**src/rtl/sound_pkg.sv**
```systemverilog
// Shared definitions for the sound unit channels: duty encodings, duty
// waveforms and default field widths.
package sound_pkg;

    localparam int unsigned FREQ_W_DEF = 11;
    localparam int unsigned VOL_W_DEF  = 4;
    localparam int unsigned LEN_W_DEF  = 6;
    localparam int unsigned ENV_W_DEF  = 3;

    typedef enum logic [1:0] {
        DUTY_12_5 = 2'b00,
        DUTY_25   = 2'b01,
        DUTY_50   = 2'b10,
        DUTY_75   = 2'b11
    } duty_e;

    // Bit n of a pattern is the output level during sequencer step n.
    localparam logic [7:0] DUTY_PAT_12_5 = 8'b1000_0000;
    localparam logic [7:0] DUTY_PAT_25   = 8'b1000_0001;
    localparam logic [7:0] DUTY_PAT_50   = 8'b1110_0001;
    localparam logic [7:0] DUTY_PAT_75   = 8'b0111_1110;

    function automatic logic duty_bit(input duty_e duty, input logic [2:0] step);
        logic [7:0] pat;
        pat = DUTY_PAT_12_5;
        case (duty)
            DUTY_12_5: pat = DUTY_PAT_12_5;
            DUTY_25:   pat = DUTY_PAT_25;
            DUTY_50:   pat = DUTY_PAT_50;
            DUTY_75:   pat = DUTY_PAT_75;
            default:   pat = DUTY_PAT_12_5;
        endcase
        return pat[step];
    endfunction

endpackage

```
**src/rtl/square_channel_if.sv**
```systemverilog
// Control and sample bus of one pulse channel; master drives the controls,
// slave is the channel.
interface square_channel_if
    import sound_pkg::*;
#(
    parameter int unsigned FREQ_W = FREQ_W_DEF,
    parameter int unsigned VOL_W  = VOL_W_DEF,
    parameter int unsigned LEN_W  = LEN_W_DEF,
    parameter int unsigned ENV_W  = ENV_W_DEF
) ();

    logic [FREQ_W-1:0] I_FREQUENCY;
    logic [1:0]        I_DUTY_CYCLE;
    logic              I_TRIGGER;
    logic [VOL_W-1:0]  I_INIT_VOL;
    logic              I_ENV_UP;
    logic [ENV_W-1:0]  I_ENV_PERIOD;
    logic [LEN_W-1:0]  I_LENGTH;
    logic              I_LENGTH_EN;
    logic              I_LEN_TICK;
    logic              I_ENV_TICK;
    logic              I_WAVEFORM_EN;
    logic              O_WAVE;
    logic [VOL_W-1:0]  O_SAMPLE;
    logic              O_ACTIVE;

    modport master (
        output I_FREQUENCY, I_DUTY_CYCLE, I_TRIGGER, I_INIT_VOL, I_ENV_UP,
               I_ENV_PERIOD, I_LENGTH, I_LENGTH_EN, I_LEN_TICK, I_ENV_TICK,
               I_WAVEFORM_EN,
        input  O_WAVE, O_SAMPLE, O_ACTIVE
    );

    modport slave (
        input  I_FREQUENCY, I_DUTY_CYCLE, I_TRIGGER, I_INIT_VOL, I_ENV_UP,
               I_ENV_PERIOD, I_LENGTH, I_LENGTH_EN, I_LEN_TICK, I_ENV_TICK,
               I_WAVEFORM_EN,
        output O_WAVE, O_SAMPLE, O_ACTIVE
    );

endinterface

```
**src/rtl/sound_envelope.sv**
```systemverilog
// Volume register with a periodic up/down envelope; shared by the pulse and
// noise channels.
module sound_envelope
    import sound_pkg::*;
#(
    parameter int unsigned VOL_W = VOL_W_DEF,
    parameter int unsigned ENV_W = ENV_W_DEF
) (
    input  logic             I_CLK,
    input  logic             I_RESET,
    input  logic             I_TRIGGER,
    input  logic [VOL_W-1:0] I_INIT_VOL,
    input  logic             I_ENV_UP,
    input  logic [ENV_W-1:0] I_ENV_PERIOD,
    input  logic             I_ENV_TICK,
    output logic [VOL_W-1:0] O_VOLUME
);

    localparam logic [VOL_W-1:0] VOL_MAX = {VOL_W{1'b1}};

    logic [VOL_W-1:0] volume_q;
    logic [ENV_W-1:0] period_q;
    logic [ENV_W-1:0] count_q;
    logic             up_q;

    // Trigger reloads everything and swallows a coincident envelope tick.
    always_ff @(posedge I_CLK) begin
        if (I_RESET) begin
            volume_q <= '0;
            period_q <= '0;
            count_q  <= '0;
            up_q     <= 1'b0;
        end else if (I_TRIGGER) begin
            volume_q <= I_INIT_VOL;
            period_q <= I_ENV_PERIOD;
            count_q  <= I_ENV_PERIOD;
            up_q     <= I_ENV_UP;
        end else if (I_ENV_TICK && (period_q != '0)) begin
            if (count_q <= ENV_W'(1)) begin
                count_q <= period_q;
                if (up_q && (volume_q != VOL_MAX)) begin
                    volume_q <= volume_q + VOL_W'(1);
                end else if (!up_q && (volume_q != '0)) begin
                    volume_q <= volume_q - VOL_W'(1);
                end
            end else begin
                count_q <= count_q - ENV_W'(1);
            end
        end
    end

    assign O_VOLUME = volume_q;

endmodule

```
**src/rtl/square_channel.sv**
```systemverilog
// Pulse (square) tone channel: prescaled period timer driving an 8-step duty
// sequencer, with length counter and volume envelope.
module square_channel
    import sound_pkg::*;
#(
    parameter int unsigned FREQ_W   = FREQ_W_DEF,
    parameter int unsigned PRESCALE = 4,
    parameter int unsigned VOL_W    = VOL_W_DEF,
    parameter int unsigned LEN_W    = LEN_W_DEF,
    parameter int unsigned ENV_W    = ENV_W_DEF
) (
    input  logic           I_CLK,
    input  logic           I_RESET,
    square_channel_if.slave bus
);

    localparam int unsigned TMR_W = FREQ_W + 1;
    localparam int unsigned CNT_W = LEN_W + 1;
    localparam int unsigned PRE_W = (PRESCALE > 1) ? $clog2(PRESCALE) : 1;

    logic [PRE_W-1:0] prescale_q;
    logic [TMR_W-1:0] timer_q;
    logic [2:0]       step_q;
    logic [CNT_W-1:0] length_q;
    logic             active_q;
    logic [VOL_W-1:0] volume;

    logic             dec_tick_c;
    logic [TMR_W-1:0] reload_c;
    logic [CNT_W-1:0] length_load_c;
    logic             wave_c;

    assign dec_tick_c    = (prescale_q == PRE_W'(PRESCALE - 1));
    assign reload_c      = {1'b1, {FREQ_W{1'b0}}} - {1'b0, bus.I_FREQUENCY};
    assign length_load_c = {1'b1, {LEN_W{1'b0}}} - {1'b0, bus.I_LENGTH};

    // Prescaler, period timer and step sequencer. Frequency is only sampled
    // at reload, so a mid-note change never shortens the current step.
    always_ff @(posedge I_CLK) begin
        if (I_RESET) begin
            prescale_q <= '0;
            timer_q    <= '0;
            step_q     <= '0;
        end else if (bus.I_TRIGGER) begin
            prescale_q <= '0;
            timer_q    <= reload_c;
            step_q     <= '0;
        end else begin
            prescale_q <= dec_tick_c ? '0 : prescale_q + PRE_W'(1);
            if (dec_tick_c) begin
                if (timer_q == TMR_W'(1)) begin
                    timer_q <= reload_c;
                    step_q  <= step_q + 3'd1;
                end else begin
                    timer_q <= timer_q - TMR_W'(1);
                end
            end
        end
    end

    // Length counter and enable status; a trigger reloads the length only
    // once the previous note has run out.
    always_ff @(posedge I_CLK) begin
        if (I_RESET) begin
            length_q <= '0;
            active_q <= 1'b0;
        end else if (bus.I_TRIGGER) begin
            if (length_q == '0) begin
                length_q <= length_load_c;
            end
            active_q <= (bus.I_INIT_VOL != '0) || bus.I_ENV_UP;
        end else if (bus.I_LEN_TICK && bus.I_LENGTH_EN && (length_q != '0)) begin
            length_q <= length_q - CNT_W'(1);
            if (length_q == CNT_W'(1)) begin
                active_q <= 1'b0;
            end
        end
    end

    sound_envelope #(
        .VOL_W (VOL_W),
        .ENV_W (ENV_W)
    ) u_envelope (
        .I_CLK        (I_CLK),
        .I_RESET      (I_RESET),
        .I_TRIGGER    (bus.I_TRIGGER),
        .I_INIT_VOL   (bus.I_INIT_VOL),
        .I_ENV_UP     (bus.I_ENV_UP),
        .I_ENV_PERIOD (bus.I_ENV_PERIOD),
        .I_ENV_TICK   (bus.I_ENV_TICK),
        .O_VOLUME     (volume)
    );

    // Duty select is applied live so a duty change shows up on the next cycle.
    always_comb begin
        wave_c = 1'b0;
        if (active_q && bus.I_WAVEFORM_EN) begin
            wave_c = duty_bit(duty_e'(bus.I_DUTY_CYCLE), step_q);
        end
    end

    assign bus.O_WAVE   = wave_c;
    assign bus.O_SAMPLE = wave_c ? volume : '0;
    assign bus.O_ACTIVE = active_q;

endmodule

```
**src/flat_wrapper.sv**
```systemverilog
// flat-port wrapper written by rule: the top's interface ports become plain ports
module square_channel_flat import sound_pkg::*;
#(
    parameter int unsigned FREQ_W   = FREQ_W_DEF,
    parameter int unsigned PRESCALE = 4,
    parameter int unsigned VOL_W    = VOL_W_DEF,
    parameter int unsigned LEN_W    = LEN_W_DEF,
    parameter int unsigned ENV_W    = ENV_W_DEF
)
  (I_CLK, I_RESET, bus_I_FREQUENCY, bus_I_DUTY_CYCLE, bus_I_TRIGGER, bus_I_INIT_VOL, bus_I_ENV_UP, bus_I_ENV_PERIOD, bus_I_LENGTH, bus_I_LENGTH_EN, bus_I_LEN_TICK, bus_I_ENV_TICK, bus_I_WAVEFORM_EN, bus_O_WAVE, bus_O_SAMPLE, bus_O_ACTIVE);
  square_channel_if #(.FREQ_W(FREQ_W), .VOL_W(VOL_W), .LEN_W(LEN_W), .ENV_W(ENV_W)) bus_i ();
  input  logic I_CLK;
  input  logic I_RESET;
  input wire logic [$bits(bus_i.I_FREQUENCY)-1:0] bus_I_FREQUENCY;
  input wire logic [$bits(bus_i.I_DUTY_CYCLE)-1:0] bus_I_DUTY_CYCLE;
  input wire logic [$bits(bus_i.I_TRIGGER)-1:0] bus_I_TRIGGER;
  input wire logic [$bits(bus_i.I_INIT_VOL)-1:0] bus_I_INIT_VOL;
  input wire logic [$bits(bus_i.I_ENV_UP)-1:0] bus_I_ENV_UP;
  input wire logic [$bits(bus_i.I_ENV_PERIOD)-1:0] bus_I_ENV_PERIOD;
  input wire logic [$bits(bus_i.I_LENGTH)-1:0] bus_I_LENGTH;
  input wire logic [$bits(bus_i.I_LENGTH_EN)-1:0] bus_I_LENGTH_EN;
  input wire logic [$bits(bus_i.I_LEN_TICK)-1:0] bus_I_LEN_TICK;
  input wire logic [$bits(bus_i.I_ENV_TICK)-1:0] bus_I_ENV_TICK;
  input wire logic [$bits(bus_i.I_WAVEFORM_EN)-1:0] bus_I_WAVEFORM_EN;
  output wire logic [$bits(bus_i.O_WAVE)-1:0] bus_O_WAVE;
  output wire logic [$bits(bus_i.O_SAMPLE)-1:0] bus_O_SAMPLE;
  output wire logic [$bits(bus_i.O_ACTIVE)-1:0] bus_O_ACTIVE;
  assign bus_i.I_FREQUENCY = bus_I_FREQUENCY;
  assign bus_i.I_DUTY_CYCLE = bus_I_DUTY_CYCLE;
  assign bus_i.I_TRIGGER = bus_I_TRIGGER;
  assign bus_i.I_INIT_VOL = bus_I_INIT_VOL;
  assign bus_i.I_ENV_UP = bus_I_ENV_UP;
  assign bus_i.I_ENV_PERIOD = bus_I_ENV_PERIOD;
  assign bus_i.I_LENGTH = bus_I_LENGTH;
  assign bus_i.I_LENGTH_EN = bus_I_LENGTH_EN;
  assign bus_i.I_LEN_TICK = bus_I_LEN_TICK;
  assign bus_i.I_ENV_TICK = bus_I_ENV_TICK;
  assign bus_i.I_WAVEFORM_EN = bus_I_WAVEFORM_EN;
  assign bus_O_WAVE = bus_i.O_WAVE;
  assign bus_O_SAMPLE = bus_i.O_SAMPLE;
  assign bus_O_ACTIVE = bus_i.O_ACTIVE;
  square_channel #(.FREQ_W(FREQ_W), .PRESCALE(PRESCALE), .VOL_W(VOL_W), .LEN_W(LEN_W), .ENV_W(ENV_W)) u_core (.I_CLK(I_CLK), .I_RESET(I_RESET), .bus(bus_i));
endmodule
```
**config.mk**
```make
export PLATFORM = sky130hd
export DESIGN_NAME = square_channel_flat
export DESIGN_NICKNAME = d
export VERILOG_FILES = /design/src/rtl/sound_pkg.sv /design/src/rtl/square_channel_if.sv /design/src/rtl/sound_envelope.sv /design/src/rtl/square_channel.sv /design/src/flat_wrapper.sv
export SDC_FILE = /design/constraint.sdc
export NUM_CORES = 1
export LEC_CHECK = 0
export CORE_MARGIN = 5
export CORE_UTILIZATION = 37
export CTS_CLUSTER_DIAMETER = 150
export DETAILED_ROUTE_END_ITERATION = 8
export PLACE_DENSITY = 0.71
export REMOVE_ABC_BUFFERS = 1
export SLEW_MARGIN = 20
export SYNTH_ARGS = -nofsm -noshare
export SYNTH_HDL_FRONTEND = slang
export SYNTH_SLANG_ARGS = --single-unit
```
**constraint.sdc**
```tcl
create_clock -name I_CLK -period 2 [get_ports I_CLK]
set_input_delay 0.5 -clock I_CLK [delete_from_list [all_inputs] [get_ports I_CLK]]
set_output_delay 0.5 -clock I_CLK [all_outputs]
set_load 0.05 [all_outputs]
```
=== Word-level counts from Yosys, hierarchy flattened ===
Index checks and enable logic that the tools add are counted.

* Logic and storage cells: 77
* Bits of input ports: 34
* Register bits after elaboration: 36

* $lt $le $gt $ge: 2
* Reduce and logical (&&, ||, !) cells: 26
* $add $sub $neg: 9
* Muxes and demuxes: 23
* Equal/unequal tests: 8

{| class="wikitable"
|+ Operator list
! operator !! number
|-
| two-way mux 12 bit || 3
|-
| one-hot mux 8 bit (4 select lines) || 1
|-
| two-way mux 4 bit || 6
|-
| two-way mux 7 bit || 3
|-
| == test 12 x 1 -> 1 bit, second input constant || 1
|-
| subtractor 12 x 1 -> 12 bit, second input constant || 1
|-
| subtractor 12 x 11 -> 12 bit, first input constant || 1
|-
| nonzero test 2 bit || 5
|-
| two-way mux 3 bit || 3
|-
| two-way mux 8 bit || 1
|-
| nonzero test 4 bit || 2
|-
| == test 7 x 1 -> 1 bit, second input constant || 1
|-
| logical NOT 7 bit || 1
|-
| nonzero test 7 bit || 1
|-
| subtractor 7 x 1 -> 7 bit, second input constant || 1
|-
| subtractor 7 x 6 -> 7 bit, first input constant || 1
|-
| == test 2 bit, second input constant || 3
|-
| logical AND 1 bit || 6
|-
| AND reduction 2 bit || 3
|-
| nonzero test 3 bit || 2
|-
| two-way mux 1 bit || 5
|-
| adder 4 x 1 -> 4 bit, second input constant || 1
|-
| less-than comparator 3 x 4 -> 1 bit, second input constant || 1
|-
| inequality test 4 bit, second input constant || 1
|-
| 14 further kinds || 14
|}

=== Logic depth before layout (Yosys ltp) ===
Gate-level depths: netlist (run 1).

* Depth in word-level cells: 7
* Mapped depth: 8
* Mapped depth without buffers: 8

=== Cells and area by module ===
Synthesis (run 1) repeated with hierarchy kept, for this count alone.

* Cell total of the unflattened synthesis: 337
* Area, all modules: 2696.3 um2

{| class="wikitable"
|+ Modules (own cells, without submodules)
! module !! cells each !! area each (um2) !! seq. area each (um2) !! instances
|-
| square_channel || 258 || 1994.4 || 500.5 || 1
|-
| sound_envelope || 79 || 701.9 || 220.2 || 1
|}

=== Worst setup path after synthesis (run 1) ===
Ideal clock, no wire load.

* Kind: in2out
* From: in bus_I_DUTY_CYCLE[0]
* To: out bus_O_SAMPLE[0]
* Stages on the path: 6
* Arrival: 2926 ps
* Setup slack: -1426 ps
* Path buffers: 0
* Path through: inv_1 ha_1 o21ai_0 o311ai_0 a211oi_1 and2_1

* Cells in the longest elaborated chain, start to end: 7

{| class="wikitable"
|+ Ends and longest elaborated chain
! element !! line !! text
|-
| start: declaration || flat_wrapper.sv:15 || <nowiki>input wire logic [$bits(bus_i.I_DUTY_CYCLE)-1:0] bus_I_DUTY_CYCLE;</nowiki>
|-
| == test 2 bit, or another cell as far along || sound_pkg.sv:26 || <nowiki>case (duty)</nowiki>
|-
| one-hot mux 8 bit (4 select lines) (*) || sound_pkg.sv:26 ||
|-
| two-way mux 8 bit (*) || square_channel.sv:97 || <nowiki>if (active_q && bus.I_WAVEFORM_EN) begin</nowiki>
|-
| binary-select mux 1 bit (select 3 bit) (*) || sound_pkg.sv:33 || <nowiki>return pat[step];</nowiki>
|-
| two-way mux 1 bit (not written as such) (*) || sound_pkg.sv:33 ||
|-
| two-way mux 1 bit (*) || square_channel.sv:97 ||
|-
| via bus_O_WAVE || flat_wrapper.sv:25 || <nowiki>output wire logic [$bits(bus_i.O_WAVE)-1:0] bus_O_WAVE;</nowiki>
|-
| two-way mux 4 bit (*) || square_channel.sv:103 || <nowiki>assign bus.O_SAMPLE = wave_c ? volume : '0;</nowiki>
|-
| end: declaration || flat_wrapper.sv:26 || <nowiki>output wire logic [$bits(bus_i.O_SAMPLE)-1:0] bus_O_SAMPLE;</nowiki>
|}

The timed path passes the listed nets; every way through them passes the cells marked *. The select of a mux whose other input is x is not followed.

=== Worst setup path after layout (run 1) ===
* From: in bus_I_DUTY_CYCLE[0]
* To: out bus_O_SAMPLE[1]

* Cells in the longest elaborated chain, start to end: 7

{| class="wikitable"
|+ Ends and longest elaborated chain
! element !! line
|-
| == test 2 bit, or another cell as far along || sound_pkg.sv:26
|-
| one-hot mux 8 bit (4 select lines) (*) || sound_pkg.sv:26
|-
| two-way mux 8 bit (*) || square_channel.sv:97
|-
| binary-select mux 1 bit (select 3 bit) (*) || sound_pkg.sv:33
|-
| two-way mux 1 bit (not written as such) (*) || sound_pkg.sv:33
|-
| two-way mux 1 bit (*) || square_channel.sv:97
|-
| two-way mux 4 bit (*) || square_channel.sv:103
|}

Mark *: on every way between the ends. The rest lies on a longest branch, timed or not. The select of a mux whose other input is x is not followed.

==> flow_metrics.tcl, run 1 <==
set metrics [dict create \
    tritoncts "done" \
    maxCapViolCount 0 \
    routed_wl_mm 7.31 \
    synth_top_area_share 0.274 \
    grt_max_degree 20 \
    grt_pass1_vias 2754 \
    finalNetCount 468 \
    synth_edf_count 0 \
    clk_latency_ns 0.29 \
    critPathCaptureType "output port" \
    synth_seq_cells 36 \
    clock.fmax_mhz 446 \
    cts.path.max_buffers 2 \
    worstPathArrival_ns 1.74 \
    synth_cells 328 \
    hold_end "u_core.prescale_q[0]" \
    violations "negative setup slack" \
    gp_congestion 0.834 \
    slew_viol_final 0 \
    synth_xor_xnor_area_share 0.0500 \
    yosysWarnings 0 \
    ir_drop_uv 262 \
    pin_count 40 \
    port-buffer-count 39 \
    cp.required_ns 1.50 \
    maxSlewHeadroom 0.630 \
    yosysUniqueCellTypes 63 \
    hold_viol_final 0 \
    synth-simple-area-share 0.281 \
    drive_gt1_frac 0.267 \
    postLayoutCellArea_um2 3790 \
    r2r_end "u_core.step_q[1]" \
    clock_sinks 36 \
    syn-cell-area_um2 2630 \
    clk_pin_slew_ns 0.07 \
    finalClockSkew_ns 0.00375 \
    ff2ff_path_depth 7 \
    tightest_slew_ns 0.549 \
    num_rows 30 \
    synth_area_leaders "dfxtp_1 (27%), ha_1 (8.1%), nor2_1 (4.6%), nand2_1 (4.0%), a21oi_1 (3.6%)" \
    drt_pass1_iterations 4 \
    async_flop_share 0 \
    yosys.area.top_type "dfxtp_1" \
    critical_path_class "primary input to output port" \
    p_leak_nw 1.50 \
    placed_area_um2 3530 \
    grt_pass1_wl_mm 12.5 \
    synth_compound_area_frac 0.240 \
    cts_root_buf "clkbuf_8" \
    hold_path.class "register to register" \
    outcome "finished with violations" \
    powerDensity_nw_per_um2 615 \
    ff2ff_setup_slack_ns 0.12 \
    fin_crit_ns 2.24 \
    synth_top_family_by_area "simple AND/OR/NAND/NOR gates" \
    hold_path_depth 1 \
    route.detailed.drc 0 \
    wl_per_cell_um 14.3 \
    diodes 0 \
    start_kind "primary input" \
    whs_ns 0.423 \
    synth_area_per_cell_um2 8.01 \
    r2r_start "u_core.timer_q[1]" \
    vias 2744 \
    groute.usage.overall 0.173 \
    hp-start "u_core.prescale_q[0]" \
    die_h_um 94.3 \
    ant_nets 0 \
    seq_area_frac_synth 0.274 \
    drtIter0Drc 109 \
    die_w_um 94.3 \
    rsz0062_at_grt "yes" \
    utilization 0.552 \
    synth_fa_ha_area_frac 0.0886 \
    start_util 0.382 \
    antenna_found_initial 0 \
    grt_remaining_overflow 0 \
    worst_slack_ns -0.241 \
    cts_max_level 2 \
    holdBufCountCts 0 \
    numCtsBuffers 5 \
    dp_hpwl_mm 5.51 \
    post-route-period-util 1.12 \
    cp_max_fo 5 \
    synth.area.mux_share 0.0233 \
    via_per_inst 5.36 \
    ys.flop_type "dfxtp_1" \
    syn_to_final_growth_pct 44.4 \
    setup_viol 5 \
    dieArea_um2 8880 \
    coreArea_um2 6870 \
]
## timing repair
| item | CTS | global route |
|---|---|---|
| setup endpoints to repair | 12 | 18 |
| pin swaps | 13 | 9 |
| resized for setup | 50 | 10 |
| buffers inserted | 4 | 0 |
## power breakdown
group / total, mW / internal (mW) / switching (mW)
registers: 0.874 / 0.787 / 0.0869
logic: 0.893 / 0.432 / 0.461
clock network: 0.564 / 0.307 / 0.257
## per-layer routing
| metal | vias to the layer above | track usage | routed length, um |
|---|---|---|---|
| met3 | 5 | 0.0353 | 350 |
| met2 | 61 | 0.300 | 3570 |
| li1 | 1389 | - | - |
| met5 | - | 0 | 0 |
| met4 | 0 | 0.0493 | 48 |
| met1 | 1289 | 0.216 | 3330 |
## cell usage in the layout (no fill, tap or decap), types with 12 or more instances in the layout
cell             count
buf_4               54
nor2_1              30
dfxtp_1             34
nand2_1             28
nand3_1             14
inv_1               12
clkdlybuf4s50_1     25
a21oi_1             18
o21ai_0             16
ha_1                13
## sequential cells by signal, summed over array words and instances (netlist names)
signal	cells
u_core.timer_q	12
u_core.prescale_q	2
u_core.length_q	7
u_core.u_envelope.count_q	3
u_core.bus.O_ACTIVE	1
u_core.u_envelope.period_q	3
u_core.step_q	3
u_core.u_envelope.O_VOLUME	4
u_core.u_envelope.up_q	1
## per-stage QoR
step           cells  power (mW)  setup TNS (ns)  setup slack [ns]
2_1_floorplan    316        1.38           -6.54             -1.43
4_1_cts          512        2.32          -0.944            -0.205
3_3_place_gp     502        1.71           -7.14            -0.732
5_1_grt          512        2.50           -1.66            -0.338
6_report         512        2.33           -1.16            -0.241
3_5_place_dp     502        1.73           -8.12            -0.801
## worst max-delay path by stage
stage,to,start
2_1_floorplan,bus_O_SAMPLE[0],bus_I_DUTY_CYCLE[0]
3_3_place_gp,bus_O_SAMPLE[2],bus_I_DUTY_CYCLE[0]
3_5_place_dp,bus_O_SAMPLE[1],bus_I_DUTY_CYCLE[0]
4_1_cts,bus_O_SAMPLE[1],bus_I_DUTY_CYCLE[0]
5_1_grt,bus_O_SAMPLE[1],bus_I_DUTY_CYCLE[0]
6_report,bus_O_SAMPLE[1],bus_I_DUTY_CYCLE[0]
## cell usage after synthesis, types with 2 or more instances
master     n
dfxtp_1   36
nor2_1    32
nand2_1   28
a21oi_1   19
ha_1      17
o21ai_0   17
inv_1     16
nand3_1   14
a211oi_1   9
nor3_1     9
xor2_1     8
a31oi_1    7
and2_1     7
clkbuf_1   7
xnor2_1    7
nor4_1     6
mux2i_1    5
a311oi_1   4
buf_2      4
nand4_1    4
nor3b_1    4
o211ai_1   4
or3_1      4
a21o_1     3
a22o_1     3
and3_1     3
nand4b_1   3
o21ai_1    3
o31ai_1    3
a32o_1     2
nor2b_1    2
nor4_4     2
o21ba_2    2
o21bai_1   2
o41a_1     2
or2_2      2
or4_4      2
## area by class of cell
type / count / area [um2]
sequential: 36 / 723
inverter: 16 / 77.6
tap: 96 / 120
fill: 646 / 3080
clock buffer: 7 / 96.3
multi-input combinational: 264 / 1900
timing repair buffer: 93 / 875
## critical path, cell delays in order
cell	delay, ns
buf_12	0.11
clkinv_8	0.05
ha_4	0.12
nor2_2	0.04
o21ai_2	0.13
o311ai_2	0.13
a211oi_2	0.23
buf_4	0.16
and2_4	0.15
buf_12	0.13
## cells by family after synthesis
kind of cell    after synthesis
simple gates                134
compound gates               91
flops                        36
buf+inv                      28
fa+ha+maj                    18
xor+xnor                     15
mux                           6
(Power assumes the default switching activity.)
==> run 2, diff against run 1 <==
--- a/config.mk
+++ b/config.mk
@@ -11,6 +11,7 @@
 export DETAILED_ROUTE_END_ITERATION = 8
 export PLACE_DENSITY = 0.71
 export REMOVE_ABC_BUFFERS = 1
+export SKIP_LAST_GASP = 1
 export SLEW_MARGIN = 20
 export SYNTH_ARGS = -nofsm -noshare
 export SYNTH_HDL_FRONTEND = slang
==> flow_metrics.tcl, run 2 (synthesized netlist as in run 1, its figures left out) <==
set metrics [dict create \
    outcome "finished with violations" \
    violations "negative setup slack" \
    post-route-period-util 1.13 \
    largest-register "u_core.timer_q" \
    grt_pass1_vias 2752 \
    hold_viol_final 0 \
    grt_max_degree 20 \
    dp_hpwl_mm 5.51 \
    final.setup.tns_ns -1.29 \
    clk_latency_ns 0.29 \
    layout_commonest_cell "buf_4" \
    nFillCells 649 \
    maxCapViolCount 0 \
    critPathCaptureType "output port" \
    maxSlewHeadroom 0.630 \
    dieArea_um2 8880 \
    clock_sinks 36 \
    cts_root_buf "clkbuf_8" \
    gp_congestion 0.834 \
    diodes 0 \
    groute.usage.overall 0.172 \
    cp_max_fo 5 \
    via_per_inst 5.34 \
    grt_pass1_wl_mm 12.5 \
    num_rows 30 \
    ir_drop_uv 262 \
    die_h_um 94.3 \
    numCtsBuffers 5 \
    syn_to_final_growth_pct 43.9 \
    worst_slack_ns -0.268 \
    start_util 0.382 \
    route.detailed.drc 0 \
    critical_path_class "primary input to output port" \
    finalNetCount 468 \
    final_cell_mix "buf_4 (54), dfxtp_1 (35), nor2_1 (30)" \
    slew_viol_final 0 \
    cp.required_ns 1.50 \
    vias 2735 \
    tritoncts "done" \
    largest_reg_flops 12 \
    p_leak_nw 1.50 \
    drt_pass1_iterations 4 \
    setup_viol 5 \
    worstPathArrival_ns 1.77 \
    finalClockSkew_ns 0.00345 \
    cts.path.max_buffers 2 \
    antenna_found_initial 0 \
    fin_crit_ns 2.27 \
    routed_wl_mm 7.29 \
    grt_remaining_overflow 0 \
    drtIter0Drc 94 \
    drive_gt1_frac 0.264 \
    coreArea_um2 6870 \
    whs_ns 0.423 \
    ant_nets 0 \
    cts_max_level 2 \
    die_w_um 94.3 \
    wl_per_cell_um 14.2 \
    hold_path.class "register to register" \
    clock.fmax_mhz 441 \
    holdBufCountCts 0 \
    rsz0062_at_grt "yes" \
    clk_pin_slew_ns 0.07 \
    port-buffer-count 39 \
    tightest_slew_ns 0.550 \
    start_kind "primary input" \
    pin_count 40 \
    powerDensity_nw_per_um2 616 \
]
## run 2: routing by layer
metal / vias to the layer above / track usage / share of wire / wire (um)
met5: - / 0 / 0 / 0
met4: 0 / 0.0493 / 0.0089 / 65
met3: 6 / 0.0353 / 0.047 / 345
met2: 61 / 0.299 / 0.49 / 3580
met1: 1281 / 0.214 / 0.45 / 3300
li1: 1387 / - / - / -
## run 2: worst paths after layout
kind / from / endpoint / slack (ns) / cells after the start
worst max-delay path: bus_I_DUTY_CYCLE[0] / bus_O_SAMPLE[1] / -0.27 / 10
worst min-delay path: u_core.prescale_q[0] / u_core.prescale_q[0] / 0.42 / 1
worst min register to register: u_core.prescale_q[0] / u_core.prescale_q[0] / 0.42 / 1
worst max register to register: u_core.timer_q[1] / u_core.step_q[1] / 0.13 / 7
## run 2: repair_timing
| action | in CTS | in global routing |
|---|---|---|
| resized for setup | 44 | 12 |
| setup buffers | 4 | 0 |
| endpoints found under the setup margin | 12 | 17 |
| pin swaps | 12 | 10 |
## run 2: critical path, cell delays in order
cell and delay (ns):
buf_12 0.11, clkinv_8 0.05, ha_4 0.12, nor2_2 0.03
o21ai_2 0.14, o311ai_2 0.14, a211oi_2 0.23, buf_4 0.16
and2_4 0.15, buf_12 0.13
## run 2: per-stage QoR
stage	area, um2	setup slack [ns]	instances	util	total power [mW]
floorplan	2570	-1.43	316	-	1.38
global placement	3530	-0.732	502	0.513	1.71
detailed placement	3530	-0.801	502	0.513	1.73
CTS	3740	-0.252	512	0.544	2.32
global route	3780	-0.364	512	0.550	2.49
finish	3780	-0.268	512	0.550	2.33
## run 2: where the power goes
part           total, mW  internal (mW)  leakage [nW]  switching [mW]
combinational      0.891          0.430          1.15           0.461
sequential         0.873          0.787         0.297          0.0860
clock              0.563          0.307        0.0503           0.257
total               2.33           1.52          1.50           0.804
## run 2: final cells by class
| type | instances | area, um2 | share of cell area |
|---|---|---|---|
| Inverter | 16 | 72.6 | 0.0192 |
| Clock buffer | 7 | 96.3 | 0.0255 |
| Timing Repair Buffer | 93 | 870 | 0.230 |
| Sequential cell | 36 | 722 | 0.191 |
| Multi-Input combinational cell | 264 | 1900 | 0.502 |
| Tap cell | 96 | 120 | 0.0318 |
==> run 3, diff against run 2 <==
--- a/config.mk
+++ b/config.mk
@@ -5,6 +5,7 @@
 export SDC_FILE = /design/constraint.sdc
 export NUM_CORES = 1
 export LEC_CHECK = 0
+export CAP_MARGIN = 5
 export CORE_MARGIN = 5
 export CORE_UTILIZATION = 37
 export CTS_CLUSTER_DIAMETER = 150
==> results of run 3 <==
The final DEF is identical to that of run 2; final timing and power are the same.
